<file path="src/rtl/tally_sched.sv">
// tally_sched: round-robin scheduler sharing one combinational tally (popcount) unit among R requesters.
// Optional feature: define TALLY_SCHED_SAT_EN to saturate the job count and report overflow; default wraps.

module tally #(
  parameter int N = 6
) (
  input  logic [N-1:0] din_i,
  output logic [N:0]   onehot_o
);

  int unsigned cnt;

  always_comb begin
    cnt = 0;
    for (int unsigned i = 0; i < N; i++) begin
      if (din_i[i]) cnt++;
    end
    onehot_o = '0;
    for (int unsigned k = 0; k <= N; k++) begin
      onehot_o[k] = (cnt == k);
    end
  end

endmodule

module tally_sched #(
  parameter int N  = 6,
  parameter int R  = 4,
  parameter int CW = 8
) (
  input  logic                 clk,
  input  logic                 reset,
  input  logic [R-1:0]         req_valid,
  output logic [R-1:0]         req_ready,
  input  logic [R*N-1:0]       req_data,
  input  logic [R-1:0]         req_last,
  output logic                 res_valid,
  input  logic                 res_ready,
  output logic [CW-1:0]        res_count,
  output logic [$clog2(R)-1:0] res_id,
  output logic                 res_ovf
);

  localparam int          IDW  = $clog2(R);
  localparam int          CNTW = $clog2(N + 1);
  localparam int unsigned RU   = R;

  typedef enum logic [1:0] {IDLE, BUSY, DONE} state_t;

  state_t          state_q;
  logic [IDW-1:0]  ptr_q;
  logic [IDW-1:0]  gnt_q;
  logic [CW-1:0]   acc_q;
  logic [CW-1:0]   acc_d;
  logic            ovf_q;
  logic            ovf_d;
  logic [R-1:0]    req_ready_q;
  logic            res_valid_q;

  logic [N-1:0]    chunk [R];
  logic [N-1:0]    tally_in;
  logic [N:0]      onehot;
  logic [CNTW-1:0] c;

  logic            pick_found;
  logic [IDW-1:0]  pick_idx;
  logic [R-1:0]    grant_vec;
  int unsigned     cand;
  logic            hs;
  logic [IDW-1:0]  ptr_nxt;

  genvar g;
  generate
    for (g = 0; g < R; g++) begin : g_chunk
      assign chunk[g] = req_data[g*N +: N];
    end
  endgenerate

  assign tally_in = chunk[gnt_q];

  tally #(.N(N)) u_tally (
    .din_i    (tally_in),
    .onehot_o (onehot)
  );

  always_comb begin
    c = '0;
    for (int unsigned k = 0; k <= N; k++) begin
      if (onehot[k]) c |= CNTW'(k);
    end
  end

  // Rotating search starting at ptr_q; first valid requester wins.
  always_comb begin
    pick_found = 1'b0;
    pick_idx   = '0;
    cand       = 0;
    for (int unsigned i = 0; i < RU; i++) begin
      cand = 32'(ptr_q) + i;
      if (cand >= RU) cand = cand - RU;
      if (!pick_found && req_valid[cand[IDW-1:0]]) begin
        pick_found = 1'b1;
        pick_idx   = cand[IDW-1:0];
      end
    end
  end

  always_comb begin
    grant_vec           = '0;
    grant_vec[pick_idx] = 1'b1;
  end

  assign hs      = req_valid[gnt_q] & req_ready_q[gnt_q];
  assign ptr_nxt = (gnt_q == IDW'(R - 1)) ? '0 : gnt_q + 1'b1;

`ifdef TALLY_SCHED_SAT_EN
  logic [CW:0] sum;

  always_comb begin
    sum = {1'b0, acc_q} + {{(CW + 1 - CNTW){1'b0}}, c};
    if (sum[CW]) begin
      acc_d = '1;
      ovf_d = 1'b1;
    end else begin
      acc_d = sum[CW-1:0];
      ovf_d = ovf_q;
    end
  end
`else
  // Wrap build: ovf never sets, so res_ovf stays at its reset value of 0.
  always_comb begin
    acc_d = acc_q + {{(CW - CNTW){1'b0}}, c};
    ovf_d = 1'b0;
  end
`endif

  always_ff @(posedge clk) begin
    if (reset) begin
      state_q     <= IDLE;
      ptr_q       <= '0;
      gnt_q       <= '0;
      acc_q       <= '0;
      ovf_q       <= 1'b0;
      req_ready_q <= '0;
      res_valid_q <= 1'b0;
    end else begin
      case (state_q)
        IDLE: begin
          if (pick_found) begin
            gnt_q       <= pick_idx;
            acc_q       <= '0;
            ovf_q       <= 1'b0;
            req_ready_q <= grant_vec;
            state_q     <= BUSY;
          end
        end
        BUSY: begin
          if (hs) begin
            acc_q <= acc_d;
            ovf_q <= ovf_d;
            if (req_last[gnt_q]) begin
              req_ready_q <= '0;
              res_valid_q <= 1'b1;
              ptr_q       <= ptr_nxt;
              state_q     <= DONE;
            end
          end
        end
        DONE: begin
          if (res_ready) begin
            res_valid_q <= 1'b0;
            state_q     <= IDLE;
          end
        end
        default: begin
          req_ready_q <= '0;
          res_valid_q <= 1'b0;
          state_q     <= IDLE;
        end
      endcase
    end
  end

  assign req_ready = req_ready_q;
  assign res_valid = res_valid_q;
  assign res_count = acc_q;
  assign res_id    = gnt_q;
  assign res_ovf   = ovf_q;

endmodule

</file>
<file path="config.mk">
export PLATFORM = sky130hd
export DESIGN_NAME = tally_sched
export DESIGN_NICKNAME = d
export VERILOG_FILES = /design/src/rtl/tally_sched.sv
export SDC_FILE = /design/constraint.sdc
export NUM_CORES = 1
export LEC_CHECK = 0
export ABC_CLOCK_PERIOD_IN_PS = 5300
export CAP_MARGIN = 10
export CORE_MARGIN = 2
export CORE_UTILIZATION = 41
export DETAILED_ROUTE_END_ITERATION = 10
export PLACE_DENSITY_LB_ADDON = 0.25
export SYNTH_ARGS = -nofsm -noshare
export SYNTH_HDL_FRONTEND = slang
export SYNTH_SLANG_ARGS = --single-unit
</file>
<file path="constraint.sdc">
create_clock -name clk -period 5.3 [get_ports clk]
set_clock_uncertainty 0.05 [all_clocks]
set_input_delay 1.06 -clock clk [delete_from_list [all_inputs] [get_ports clk]]
set_output_delay 1.06 -clock clk [all_outputs]
set_load 0.01 [all_outputs]
</file>
Word level (Yosys, flattened, before mapping)
Cells that the tools add are included.

word-level totals
  register bits = 20
  input port bits = 35
  output and inout port bits = 16
  logic and storage cells = 128

cells by class
  add/subtract/negate cells = 14
  $lt $le $gt $ge = 12
  equal/unequal tests = 13
  mux-type cells = 63
  bitwise logic cells = 4
  reductions and logical operators = 15

operator list
  kind                   count
  $mux 32                5
  $add 32x1->32 const B  4
  $eq 32x3->1 const B    3
  $eq 32x2->1 const B    2
  $eq 32x1->1 const B    1
  $mux 2                 15
  $mux 1                 19
  $lt 2x3->1 const B     6
  $mux 8                 2
  $pmux 8 s2             1
  $bmux 1 s2             7
  $bmux 6 s2             1
  $ge 3x3->1 const B     4
  $mux 4                 3
  $mux 6                 2
  $pmux 4 s3             1
  $reduce_and 4->1       3
  $mux 3                 3
  $add 8x3->8            1
  $ne 2x2->1 const B     4
  $sub 2x1->2 const B    4
  $add 2x2->3 const B    2
  $pmux 2 s3             1
  $reduce_and 3->1       2
  other kinds (18)       25

Depth between registers and ports, before layout
  depth in word-level cells = 25
  gate-level depth with buffers = 24
  depth with buffers taken out = 23

Hierarchy
Synthesis repeated with hierarchy kept, for this count alone.

unflattened totals
  cell total of the unflattened synthesis = 216
  area total of the unflattened synthesis = 1816.7 um2

by module, submodules not included
  module       instances  cells an instance  area an instance (um2)  sequential area each (um2)
  tally_sched  1          144                1291.2                  380.4
  tally        1          72                 525.5                   0.0

Worst setup path after synthesis
Ideal clock, no wire load.

  path kind = in2reg
  start = input req_data[6]
  end = register acc_q[6], in the netlist res_count[6]
  library setup time = 0.118 ns
  arrival = 4.840 ns
  data required time = 5.132 ns
  slack = 0.292 ns
  stages on the path = 20
  buffers on the path = 0
  path through = mux4_1 inv_1 ha_1 xnor2_2 inv_1 ha_1 nand2_1 nand2_1 ha_1 nand2_1 nand2_1 ha_1 inv_1 a22o_1 or3_1 fa_1 nor2b_1 o2111ai_1 xor2_1 nor2_1

between the ends
  word-level cells in the longest chain between the ends = 24
  elaborated cells between the ends (all ways) = 29
  those cells by class = 6 x add/sub; 6 x eq/ne; 17 x mux

RTL lines
  element                                       RTL line  text
  start: declaration                            35        input logic [R*N-1:0] req_data,
  $bmux 6 s2 *                                  79        assign tally_in = chunk[gnt_q];
  $mux 6 (implied by the code) * (2 in series)  79
  $mux 1 *                                      16        if (din_i[i]) cnt++;
  $add 1x1->2                                   16
  $mux 32 *                                     16
  $add 32x1->32                                 16
  $mux 32 *                                     16
  $add 32x1->32                                 16
  [5 not listed]                                -
  $eq 32x1->1                                   20        onehot_o[k] = (cnt == k);
  $mux 1                                        89        if (onehot[k]) c |= CNTW'(k);
  $mux 2 (2 in series)                          89
  $mux 3 (2 in series)                          89
  $mux 3 *                                      89
  $add 8x3->8 *                                 132       acc_d = acc_q + {{(CW - CNTW){1'b0}}, c};
  $mux 8 *                                      158       if (hs) begin
  $pmux 8 s2 *                                  147       case (state_q)
  end signal: assignment                        142       acc_q <= '0;
  end signal: assignment                        151       acc_q <= '0;
  end signal: assignment                        159       acc_q <= acc_d;
  end: declaration                              53        logic [CW-1:0] acc_q;

Every way passes the cells marked *; elsewhere a longest branch is shown, timed or not. The select of a mux whose other input is x is not followed.
A chain may end at the register's enable or synchronous reset.

Worst setup path in the final report
  start = input req_data[12]
  end = register acc_q[6], in the netlist res_count[6]

Same word-level chain as after synthesis.

==> impl_summary.txt <==
----------------------------------------------------
[Outcome]
  Outcome ... finished clean

[Synth]
  Number of flops mapped to enable cells by yosys ... 0
  Synthesized instance count ... 171
  Predominant post-synthesis flop cell ... sky130_fd_sc_hd__dfxtp_1
  Yosys warning count ... 0
  #FFs+latches synth ... 19
  Portion of the post-synthesis area used by sequential elements ... 0.250
  Fraction of registers with async set or reset after synthesis ... 0
  Largest cells by area after synthesis ... sky130_fd_sc_hd__dfxtp_1 (25%), sky130_fd_sc_hd__mux4_1 (8.6%), sky130_fd_sc_hd__ha_1 (7.4%)
  Synth top area share ... 0.250
  Mapped Area ... 1520 um2
  Cell with the most instances after synthesis ... sky130_fd_sc_hd__nor2_1
  Top post-synthesis cells by count ... sky130_fd_sc_hd__nor2_1 (25), sky130_fd_sc_hd__dfxtp_1 (19), sky130_fd_sc_hd__nand2_1 (19)
  Cell accounting for the most synthesized area ... sky130_fd_sc_hd__dfxtp_1
  Post-synth cell types ... 46
  Per-instance average area after synthesis ... 8.90 um2
  Post-synth net total ... 216

[Detailed routing]
  Number of DRC violations after detailed routing ... 0
  Final wirelength ... 3670 um
  Antenna viol nets, final ... 0
  Violation count after the first detailed-routing iteration ... 42
  Via count ... 1425
  Via-to-Cell Ratio ... 5.11
  Average wire length per cell after detail routing ... 13.2 um
  DR pass1 iterations ... 4

[Floorplan]
  Total die area ... ~4200 um2
  Starting Density ... 0.422
  Boundary Pins ... 51
  Die Span X ... 64.9 um
  Cell Rows ... 22
  Die Y ... 64.9 um
  Area of the core ... 3610 um2

[Placed design]
  Pre-CTS setup slack ... -0.212 ns
  Total half-perimeter wirelength after legalization and detailed placement ... 2740 um
  Number of input and output port buffers inserted ... 49
  Gp weighted congestion ... 0.822

[Clock network]
  Deepest clock path buffer count ... 2
  Setup bufs post-CTS ... 0
  Number of H-tree levels ... 1
  TritonCTS clock tree ... built
  Source-to-sink clock delay at the later pin of the worst-skew pair ... 0.26 ns
  Clock-pin slew on the worst setup and hold paths ... about 0.080 ns
  CTS buffer count ... 3
  Total number of clock tree sinks ... 19
  Clock Root Buffer ... sky130_fd_sc_hd__clkbuf_8

[STA]
  Slew at the pin closest to its max-slew limit ... 0.575 ns
  Max-slew headroom at the worst pin ... 0.616
  Portion of the clock cycle consumed by the worst path in the final layout ... 0.960
  Highest Clock Rate ... 0.196 GHz
  Post-layout worst setup margin ... about 0.21 ns
  Max-slew violation count ... 0
  Post-layout minimum cycle time ... 5.09 ns
  Final Hold Fails ... 0
  Setup violators final ... 0

[Final layout]
  Number of nets in the final layout ... 277
  Area Growth Syn to Fin ... 47.8%
  Post-route core utilization ... 0.624
  Antenna cells ... 0
  Share of final-layout standard cells stronger than drive strength 1 ... 0.186

[Setup path]
  R2R Path Start ... res_id[0]
  Kind of launch point of the worst setup path ... input pin
  Worst Path Arrival ... around 5.2 ns
  Critical Path Start ... req_data[12]
  Worst EP required ... 5.45 ns
  Maximum fanout along the worst path ... 4
  Capture instance of the worst register-to-register path ... res_count[6]
  Critical Path Sink Type ... flop
  Critical path type ... input pin to flop
  Worst reg2reg path depth ... 22
  R2R setup slack ... 0.89 ns

[Power and ir drop]
  Pleak ... 0.878 nW
  Part of the total power dissipated in combinational logic ... 0.622
  Internal power component ... 0.000444 W
  Net load switching power ... 0.000277 W
  Clock network fraction of total power ... 0.146
  Sw Ratio ... 0.384
  Max VDD drop ... 149 uV
  Sequential fraction of design power ... 0.232
  Pwr per Cell Area ... ~320 nW/um2

[Min path]
  Instance count along the most critical hold path ... 2
  Worst min-delay path endpoint ... res_valid
  Worst hold path type ... flop to flop
  Source of the worst hold timing path ... res_valid

[Global routing]
  Gr usage total ... 0.181
  Congestion Overflow GR ... 0
  Wire length of the first global-routing pass ... 6020 um
  Number of antenna violations at the first check in global routing ... 0
  Number of global-route vias before repair ... 1383
  Largest net degree at the start of global routing ... 16

[Run]
  Max_cap viols ... 0

----------------------------------------------------
-- how the worst max path moves through the flow --
stage              endpoint  cells after the start
3_3_place_gp   res_count[6]                     21
5_1_grt        res_count[6]                     24
3_5_place_dp   res_count[6]                     21
2_1_floorplan  res_count[6]                     20
6_report       res_count[6]                     22
4_1_cts        res_count[6]                     21
-- layout make-up --
class	instances	area (um2)
clock inverters	1	5.00
fillers	323	1360
repair buffers	61	581
flip-flops and latches	19	380
clock buffers	3	41.3
well taps	48	60.1
multi-input cells	135	1140
inverters	12	45.0
-- cells in the final DEF (no fill, tap or decap), drive strengths merged, types with 2 or more instances in the layout --
| cell | n |
|---|---|
| nand2b | 4 |
| buf | 12 |
| ha | 9 |
| xnor2 | 3 |
| nor3 | 5 |
| o211ai | 2 |
| nor2 | 25 |
| clkdlybuf4s50 | 49 |
| inv | 12 |
| xor2 | 7 |
| a21oi | 12 |
| dfxtp | 19 |
| a22oi | 4 |
| nand2 | 19 |
| clkbuf | 3 |
| xnor3 | 2 |
| nor2b | 4 |
| o21ai | 3 |
| or3 | 3 |
| mux2i | 4 |
| mux2 | 2 |
| mux4 | 8 |
| nand3 | 2 |
| nor4 | 2 |
-- what timing repair did --
| action | in CTS | in global routing |
|---|---|---|
| resized for setup | 0 | 19 |
| hold buffers | 0 | 0 |
| setup endpoints to repair | 0 | 7 |
-- stage by stage --
step | setup TNS (ns) | hold WS, ns | total power (W) | instances | area, um2
global placement | -0.517 | 0.395 | 0.000560 | 275 | 2130
detailed placement | -0.915 | 0.402 | 0.000564 | 275 | 2130
global route | -0.103 | 0.426 | 0.000782 | 279 | 2250
CTS | 0 | 0.412 | 0.000670 | 279 | 2180
floorplan | 0 | 0.389 | 0.000440 | 171 | 1520
finish | 0 | 0.412 | 0.000721 | 279 | 2250
-- critical path, cell delays in order --
cell and delay, ns:
sky130_fd_sc_hd__clkdlybuf4s50_1 0.40, sky130_fd_sc_hd__mux4_2 0.48, sky130_fd_sc_hd__inv_2 0.09, sky130_fd_sc_hd__ha_4 0.21, sky130_fd_sc_hd__xnor2_2 0.13, sky130_fd_sc_hd__buf_4 0.15, sky130_fd_sc_hd__xnor2_1 0.32, sky130_fd_sc_hd__ha_4 0.27
sky130_fd_sc_hd__nand2_2 0.07, sky130_fd_sc_hd__nand2_1 0.06, sky130_fd_sc_hd__ha_1 0.31, sky130_fd_sc_hd__inv_1 0.08, sky130_fd_sc_hd__a22o_1 0.19, sky130_fd_sc_hd__nor2_1 0.07, sky130_fd_sc_hd__nor3_2 0.18, sky130_fd_sc_hd__ha_2 0.20
sky130_fd_sc_hd__inv_2 0.04, sky130_fd_sc_hd__fa_2 0.37, sky130_fd_sc_hd__nor2b_4 0.15, sky130_fd_sc_hd__o2111ai_2 0.12, sky130_fd_sc_hd__xor2_1 0.19, sky130_fd_sc_hd__nor2_1 0.10
-- state kept, by name, indices dropped and copies added (netlist names) --
signal     cells
ptr_q          2
req_ready      4
res_count      8
res_id         2
res_valid      1
state_q        2
-- power by group through the flow --
stage | registers (W) | logic (W) | clock network [W]
global route | 0.000170 | 0.000499 | 0.000113
global placement | 0.000170 | 0.000390 | 0
floorplan | 0.000170 | 0.000270 | 0
detailed placement | 0.000170 | 0.000395 | 0
CTS | 0.000167 | 0.000397 | 0.000106
finish | 0.000168 | 0.000448 | 0.000105
-- kinds of logic after synthesis --
family / after synthesis / synth area share
XOR/XNOR: 12 / 0.0970
buffers and inverters: 17 / 0.0502
multiplexers: 14 / 0.174
AND/OR/NAND/NOR: 67 / 0.199
flip-flops: 19 / 0.250
other: 1 / 0.00246
adder cells (fa/ha/maj): 10 / 0.0872
AO/OA/AOI/OAI: 31 / 0.140
-- metal layers --
layer | global-route usage | vias to the layer above | part of all wire
li1 | - | 726 | -
met1 | 0.245 | 667 | 0.49
met2 | 0.296 | 28 | 0.48
met3 | 0.0399 | 4 | 0.034
met4 | 0.0372 | 0 | 0.0041
met5 | 0 | - | 0
(Power assumes the default switching activity.)
